### config.mk
export PLATFORM = sky130hd
export DESIGN_NAME = alu_wb_stage
export DESIGN_NICKNAME = d
export VERILOG_FILES = /design/src/rtl/cpu_pkg.sv /design/src/rtl/wb_fifo2.sv /design/src/rtl/alu_wb_stage.sv
export SDC_FILE = /design/constraint.sdc
export NUM_CORES = 1
export LEC_CHECK = 0
export BUFFER_PORTS_ARGS = -buffer_cell sky130_fd_sc_hd__buf_2
export CORE_AREA = 2 2 86 88
export CTS_BUF_LIST = sky130_fd_sc_hd__clkbuf_8
export CTS_CLUSTER_DIAMETER = 120
export DETAILED_ROUTE_END_ITERATION = 10
export DIE_AREA = 0 0 88 90
export GPL_TIMING_DRIVEN = 0
export PLACE_DENSITY = 0.86
export SKIP_LAST_GASP = 1
export SLEW_MARGIN = 20
export SYNTH_ARGS = -nofsm -noshare
export SYNTH_HDL_FRONTEND = slang
export SYNTH_HIERARCHICAL = 1
export SYNTH_SLANG_ARGS = --single-unit
### constraint.sdc
create_clock -name clk -period 8.5 [get_ports clk]
set_clock_uncertainty 0.2 [all_clocks]
set_input_delay 1.275 -clock clk [delete_from_list [all_inputs] [get_ports clk]]
set_output_delay 1.275 -clock clk [all_outputs]
set_load 0.05 [all_outputs]
### src/rtl/cpu_pkg.sv
// rtl/cpu_pkg.sv - shared CPU widths, writeback entry type and ALU opcodes
package cpu_pkg;

  localparam int XLEN       = 32;
  localparam int REG_ADDR_W = 5;

  typedef struct packed {
    logic [XLEN-1:0]       res;
    logic [REG_ADDR_W-1:0] rd;
    logic                  wb_en;
  } wb_entry_t;

  typedef enum logic [3:0] {
    ALU_ADD  = 4'd0,
    ALU_SUB  = 4'd1,
    ALU_SLL  = 4'd2,
    ALU_SLT  = 4'd3,
    ALU_SLTU = 4'd4,
    ALU_XOR  = 4'd5,
    ALU_SRL  = 4'd6,
    ALU_SRA  = 4'd7,
    ALU_OR   = 4'd8,
    ALU_AND  = 4'd9
  } alu_op_t;

endpackage

### src/rtl/wb_fifo2.sv
// rtl/wb_fifo2.sv - two-entry in-order writeback buffer with pointers and count
module wb_fifo2
  import cpu_pkg::*;
(
  input  logic            clk,
  input  logic            rst_n,
  input  logic            i_flush,
  input  logic            i_push,
  input  wb_entry_t       i_push_entry,
  input  logic            i_pop,
  output wb_entry_t       o_head,
  output wb_entry_t [1:0] o_entries,
  output logic      [1:0] o_valid,
  output logic            o_head_idx,
  output logic            o_full,
  output logic            o_empty
);

  wb_entry_t [1:0] r_mem;
  logic            r_head;
  logic            r_tail;
  logic [1:0]      r_count;

  always_ff @(posedge clk) begin
    if (!rst_n || i_flush) begin
      r_head  <= 1'b0;
      r_tail  <= 1'b0;
      r_count <= 2'd0;
    end else begin
      if (i_push) r_tail <= ~r_tail;
      if (i_pop)  r_head <= ~r_head;
      case ({i_push, i_pop})
        2'b10:   r_count <= r_count + 2'd1;
        2'b01:   r_count <= r_count - 2'd1;
        default: r_count <= r_count;
      endcase
    end
  end

  // Entry payload needs no reset; validity comes from count/head alone.
  always_ff @(posedge clk) begin
    if (i_push) r_mem[r_tail] <= i_push_entry;
  end

  assign o_head     = r_mem[r_head];
  assign o_entries  = r_mem;
  assign o_head_idx = r_head;
  assign o_full     = (r_count == 2'd2);
  assign o_empty    = (r_count == 2'd0);
  assign o_valid[0] = r_count[1] | (r_count[0] & ~r_head);
  assign o_valid[1] = r_count[1] | (r_count[0] &  r_head);

endmodule

### src/rtl/alu_wb_stage.sv
// rtl/alu_wb_stage.sv - ALU writeback stage: buffering, grant-gated retire, forwarding
module alu_wb_stage
  import cpu_pkg::*;
#(
  parameter int XLEN       = cpu_pkg::XLEN,
  parameter int REG_ADDR_W = cpu_pkg::REG_ADDR_W,
  parameter int DEPTH      = 2
) (
  input  logic                  clk,
  input  logic                  rst_n,
  input  logic                  in_valid,
  output logic                  in_ready,
  input  logic [XLEN-1:0]       in_alu_res,
  input  logic [REG_ADDR_W-1:0] in_rd,
  input  logic                  in_wb_en,
  input  logic                  flush,
  output logic                  rf_we,
  output logic [REG_ADDR_W-1:0] rf_waddr,
  output logic [XLEN-1:0]       rf_wdata,
  input  logic                  rf_grant,
  input  logic [REG_ADDR_W-1:0] fwd_addr,
  output logic                  fwd_hit,
  output logic [XLEN-1:0]       fwd_data,
  output logic                  busy
);

  if (DEPTH != 2 || XLEN != cpu_pkg::XLEN || REG_ADDR_W != cpu_pkg::REG_ADDR_W) begin : g_bad_param
    $error("alu_wb_stage: only DEPTH=2 with package widths is supported");
  end

  wb_entry_t       w_head;
  wb_entry_t [1:0] w_entries;
  wb_entry_t       w_push_entry;
  logic      [1:0] w_valid;
  logic      [1:0] w_match;
  logic            w_head_idx;
  logic            w_full;
  logic            w_empty;
  logic            w_accept;
  logic            w_retire;
  logic            w_head_writes;

  assign w_push_entry = '{res: in_alu_res, rd: in_rd, wb_en: in_wb_en};
  assign w_accept     = in_valid && !w_full && !flush;

  // Entries that never touch the register file retire without waiting for the port.
  assign w_head_writes = w_head.wb_en && (w_head.rd != '0);
  assign w_retire      = !w_empty && (rf_grant || !w_head_writes) && !flush;

  wb_fifo2 u_fifo (
    .clk          (clk),
    .rst_n        (rst_n),
    .i_flush      (flush),
    .i_push       (w_accept),
    .i_push_entry (w_push_entry),
    .i_pop        (w_retire),
    .o_head       (w_head),
    .o_entries    (w_entries),
    .o_valid      (w_valid),
    .o_head_idx   (w_head_idx),
    .o_full       (w_full),
    .o_empty      (w_empty)
  );

  assign in_ready = !w_full;
  assign busy     = !w_empty;
  assign rf_we    = rst_n && !flush && !w_empty && w_head_writes;
  assign rf_waddr = rf_we ? w_head.rd  : '0;
  assign rf_wdata = rf_we ? w_head.res : '0;

  always_comb begin
    for (int i = 0; i < 2; i++) begin
      w_match[i] = w_valid[i] && w_entries[i].wb_en && (w_entries[i].rd == fwd_addr) &&
                   (fwd_addr != '0);
    end
  end

  // With both entries matching the buffer is full, so the younger one sits opposite head.
  always_comb begin
    fwd_data = '0;
    if (w_match[0] && w_match[1]) fwd_data = w_entries[~w_head_idx].res;
    else if (w_match[0])          fwd_data = w_entries[0].res;
    else if (w_match[1])          fwd_data = w_entries[1].res;
  end

  assign fwd_hit = |w_match;

endmodule

# --- Yosys cells after proc, flatten, opt, wreduce, memory -nomap -nowiden ---
# Index checks and enable logic that the tools add are counted.
classes:
  reduce_logical: 28
  n_div: 0
  eq_ne: 5
  n_lt_le_gt_ge: 4
  mux: 13
  mul: 0
  add_sub_neg: 2
  n_shift: 0
  n_bitwise: 6
op_table:
  columns: ["cell", "count"]
  rows:
  - ["$mux W38", 5]
  - ["$mux W32", 4]
  - ["$bwmux W76", 1]
  - ["$demux W38 S1", 1]
  - ["$logic_and A1 B1 Y1", 16]
  - ["$eq A5 B5 Y1", 2]
  - ["$reduce_bool A5 Y1", 2]
  - ["$lt A1 B2 Y1 const B", 3]
  - ["$logic_not A1 Y1", 5]
  - ["$mux W5", 1]
  - ["$eq A2 B2 Y1 const B", 2]
  - ["$pmux W2 S2", 1]
  - ["$add A2 B1 Y2 const B", 1]
  - ["$and A1 B1 Y1", 2]
  - ["$eq A2 B1 Y1 const B", 1]
  - ["$logic_not A2 Y1", 1]
  - ["$logic_or A1 B1 Y1", 2]
  - ["$not A1 Y1", 2]
  - ["$or A1 B1 Y1", 2]
  - ["$reduce_bool A2 Y1", 1]
  - ["$reduce_or A2 Y1", 1]
  - ["$sub A2 B1 Y2 const B", 1]
  - ["$ge A1 B1 Y1 const B", 1]
totals:
  latch_bits: 0
  regBits: 80
  memories: 0
  mem_bits_rw: 0
  input_bits: 48
  rom_bits: 0
  output_inout_bits: 73

# --- Depth between registers and ports, before layout ---
depth:
  depth_word: 10
  ltp_mapped: 11
  ltp_nobuf: 9

# --- Hierarchy ---
# Netlist, hierarchy kept.
by_module_without_submodules:
  columns: ["module", "instances", "area_per_inst_um2", "seq_area_each_um2", "cells_each"]
  rows:
  - ["wb_fifo2", 1, 2942.8, 2362.3, 143]
  - ["alu_wb_stage", 1, 934.6, 0.0, 128]

# --- Worst setup path after synthesis ---
# No wires, ideal clock.
synth_timing:
  kind: "input to output"
  from: "input fwd_addr[2]"
  to: "output fwd_data[17]"
  arrival_time_ns: 3.316
  path_slack_ns: 3.709
  stages: 6
  path_cell_list: "or4_4 -> o211a_4 -> buf_4 -> and3_1 -> clkbuf_1 -> o22ai_1"
synth_via:
  elab_chain_cells: 6
synth_rtl:
  columns: ["item", "line", "source"]
  rows:
  - ["start: declaration", "alu_wb_stage.sv:21", "input logic [REG_ADDR_W-1:0] fwd_addr,"]
  - ["$eq A5 B5 Y1", "alu_wb_stage.sv:73", "w_match[i] = w_valid[i] && w_entries[i].wb_en && (w_entries[i].rd == fwd_addr) &&"]
  - ["$logic_and A1 B1 Y1 (2 in series)", "alu_wb_stage.sv:73", null]
  - ["$mux W32", "alu_wb_stage.sv:83", "else if (w_match[1]) fwd_data = w_entries[1].res;"]
  - ["$mux W32", "alu_wb_stage.sv:82", "else if (w_match[0]) fwd_data = w_entries[0].res;"]
  - ["$mux W32 *", "alu_wb_stage.sv:81", "if (w_match[0] && w_match[1]) fwd_data = w_entries[~w_head_idx].res;"]
  - ["end: declaration", "alu_wb_stage.sv:23", "output logic [XLEN-1:0] fwd_data,"]
# Mark *: on every way between the ends. The rest lies on a longest branch, timed or not.

==> summary.txt <==
Run status
  • Status: finished clean

Synthesis
  • Library cells used by synthesis: 39
  • Main flop type after synthesis: edfxtp_1
  • Register bit total from synthesis: 80
  • Main area contributors after synthesis: edfxtp_1 59%, mux2_2 11%, and2_1 6.1%, a22o_2 3.9%, a22o_1 2.3%
  • Yosys warning count: 6
  • Synth top cells by count: 76 x edfxtp_1, 38 x and2_1, 38 x mux2_2
  • Largest area contributor in the netlist: edfxtp_1
  • Seq/Total Area, Yosys: 60.92%
  • Synthesized cell area: 3877 um^2
  • Ys async rst share: 0%
  • Share of the synthesized area in the top cell type: 58.86%
  • Avg Cell Area, Syn: 14.31 um^2
  • Gate count of the mapped netlist: 271
  • Most instantiated library cell after synthesis: edfxtp_1
  • EDFF count, synth: 76
  • Mapped Nets: 320

CTS
  • Worst-path clk slew: 0.07 ns
  • Clk root buf: clkbuf_8
  • Clock Path Buffers: 2
  • Post-cts resize count: 0
  • Number of H-tree levels: 3
  • Worst-Skew Late Latency: 0.34 ns
  • TritonCTS Buffers: 9
  • CTS Sinks: 80
  • CTS tree: built
  • Hold Buf Count CTS: 0
  • Post-CTS setup buffer count: 0

Power and ir drop
  • Internal power: 0.6592 mW
  • Peak supply drop: 0.1191 mV
  • Sw frac: 20.20%
  • Clock power frac: 39.3%
  • Comb power frac: 6.4%
  • NetSw: 0.1669 mW
  • Total power: 0.8261 mW
  • PD cells: 168.6 nW/um^2
  • Sequential Power Share: 54.3%
  • Leakage: 2.010 nW

Setup path
  • CP dominant cell by count: clkbuf_1
  • WP data arrival: 3.57 ns
  • FF-to-FF setup slack: 4.90 ns
  • Maximum fanout along the worst path: 10
  • Worst reg-to-reg path cell count: 10
  • Critical path's top delay family: buffers and inverters
  • Reg2reg end: u_fifo/r_count[1]
  • CP max-delay cell: or4_1
  • Critical path class: reg2out
  • Worst R2R Start: u_fifo/o_head_idx
  • Critical path buffers and inverters: 5
  • Crit path from: u_fifo/o_head_idx
  • Cell chain of the critical path: clkbuf_1 > buf_2 > mux2_2 > or4_1 > o21ai_0 > nor4b_1 > clkbuf_1 > clkbuf_1 > and2_1 > buf_2
  • CP Launch Type: flip-flop
  • Critical Path RT: 7.03 ns
  • Critical Path Max Stage Delay: 0.52 ns
  • Critical path endpoint category: output port

Finish
  • Layout filler cell count: 498
  • Share of post-route cells with drive strength above 1: 50.98%
  • Fin nets: 453
  • Area delta synth->final: 26.33%
  • Sequential cell area: 2362 um^2
  • Antenna cells: 0
  • Area of the multi-input gates: 1410 um^2
  • Post-route cell area: 4898 um^2

Hold path
  • Hold Crit Start: u_fifo/r_count[1]
  • Hold path depth: 2
  • Hold Crit Class: reg2reg
  • Hold Path Sink: u_fifo/r_count[1]

Floorplanning
  • Starting Density: 55.23%
  • Number of top-level pins: 121
  • Rows: 31
  • Horiz. Die Dim: 88 um
  • Die height: 90 um
  • Core Region: 7020 um^2
  • Die area: 7920 um^2

Detailed routing
  • Wirelength per Cell: 17.73 um
  • Routed wire length: 8.987 mm
  • Routed via count: 2722
  • DRC violations left: 0
  • Iter 0 DRT Violations: 171
  • Drt first pass iters: 4
  • Vias per cell: 5.369
  • Remaining antenna violation count: 0

Job
  • Max Cap Violations: 0

Global route
  • Vias in the first global route: 2983
  • Initial antenna violation count: 0
  • First-pass GRT wire length: 14.20 mm
  • Grt total ovfl: 0
  • Pin count of the biggest net entering global routing: 22
  • GRT Util Overall: 23.93%

Placement
  • IO Port Bufs: 120
  • Detailed Place HPWL: 6.469 mm
  • Gpl congestion: 0.8353
  • DP Worst Slack: 3.576 ns
  • Placed Instance Area: 4666 um^2

STA
  • Max Fclk: 198.0 MHz
  • Final period utilization: 59.41%
  • Final min period: 5.050 ns
  • Worst setup margin: 3.450 ns
  • Final Hold Viols: 0
  • Worst rel slew slack: 48.73%
  • RSZ-0062 raised after global routing: no
  • Final Setup Violations: 0
  • Max Slew Vio Count: 0
  • Worst-Margin Slew: 0.7632 ns
  • Worst hold margin: 0.3723 ns
  • Setup TNS: 0 ns
## routing by layer
layer	global-route usage, %	up-vias	wire [um]
li1	-	1299	-
met1	28.32	1320	3565
met2	40.03	84	4745
met3	5.693	19	436
met4	12.05	0	240
met5	0	-	0
## flip-flops by register name, summed over array words and instances (netlist names)
register,flops
u_fifo/o_entries,76
u_fifo/o_head_idx,1
u_fifo/r_count,2
u_fifo/r_tail,1
## per-stage QoR
stage	cells	utilization (%)
final	507	69.77
after global routing	507	69.77
after CTS	507	69.77
after detailed placement	492	66.46
after global placement	490	65.55
after floorplan	271	-
## logic make-up (layout without fill, tap and decap cells)
family	Yosys count	count (layout)	share of synthesized area, %
AOI/OAI and AO/OA	43	43	10.10
DFF	80	80	60.92
adders and majority gates	1	1	0.3226
and+or+nand+nor	74	74	11.52
xor gates and xnor gates	14	14	3.162
buffers and inverters	21	158	2.936
muxes	38	38	11.04
## worst register-to-register path: cells and delay by family (launching register included)
family	cells	cell delay, ns
adders and majority gates	1	0.33
muxes	1	0.40
buffers and inverters	2	0.54
AOI/OAI and AO/OA	2	0.40
DFF	1	0.44
and+or+nand+nor	4	1.24
## worst max-delay path by stage
stage,end,cells after the start,slack [ns]
6_report,rf_wdata[12],10,3.45
4_1_cts,rf_wdata[6],10,3.42
5_1_grt,rf_wdata[6],10,3.21
2_1_floorplan,fwd_data[17],6,3.71
3_3_place_gp,u_fifo/o_entries[34],4,3.45
3_5_place_dp,fwd_data[15],8,3.58
## area by class of cell
cell class / count / share of cell area (%)
flip-flops and latches: 80 / 48.22
well taps: 99 / 2.529
inverters: 4 / 0.3065
plain buffers: 17 / 2.018
multi-input cells: 170 / 28.79
repair buffers: 122 / 13.38
clock buffers: 9 / 2.529
clock inverters: 6 / 2.222
## cell usage in the layout (no fill, tap or decap), types with 2 or more instances in the layout
cell        synthesis  routed
clkbuf_8            0       9
clkinvlp_4          0       2
nand3_1            14      14
buf_6               3       3
edfxtp_1           76      76
mux2_2             38      38
and2_1             38      37
xnor2_1             9       9
bufinv_16           0       3
xor2_1              5       5
and2_0              2       2
a22o_2             15      15
clkbuf_1            8       8
o22ai_1             7       7
inv_1               4       4
nor2_1              6       5
o21ai_0             3       3
buf_16              0       2
buf_2               4     124
dfxtp_1             4       4
a21o_2              2       2
buf_4               2       2
a22o_1             10      10
nor3_1              2       2
## power by group through the flow
stage	sequential, mW	combinational (mW)	clock [mW]
2_1_floorplan	0.457	0.0289	0
3_3_place_gp	0.457	0.0483	0
3_5_place_dp	0.458	0.0527	0
4_1_cts	0.449	0.0531	0.329
5_1_grt	0.450	0.0574	0.343
6_report	0.449	0.0530	0.324
Note: power is estimated with default switching activity, not from simulation.
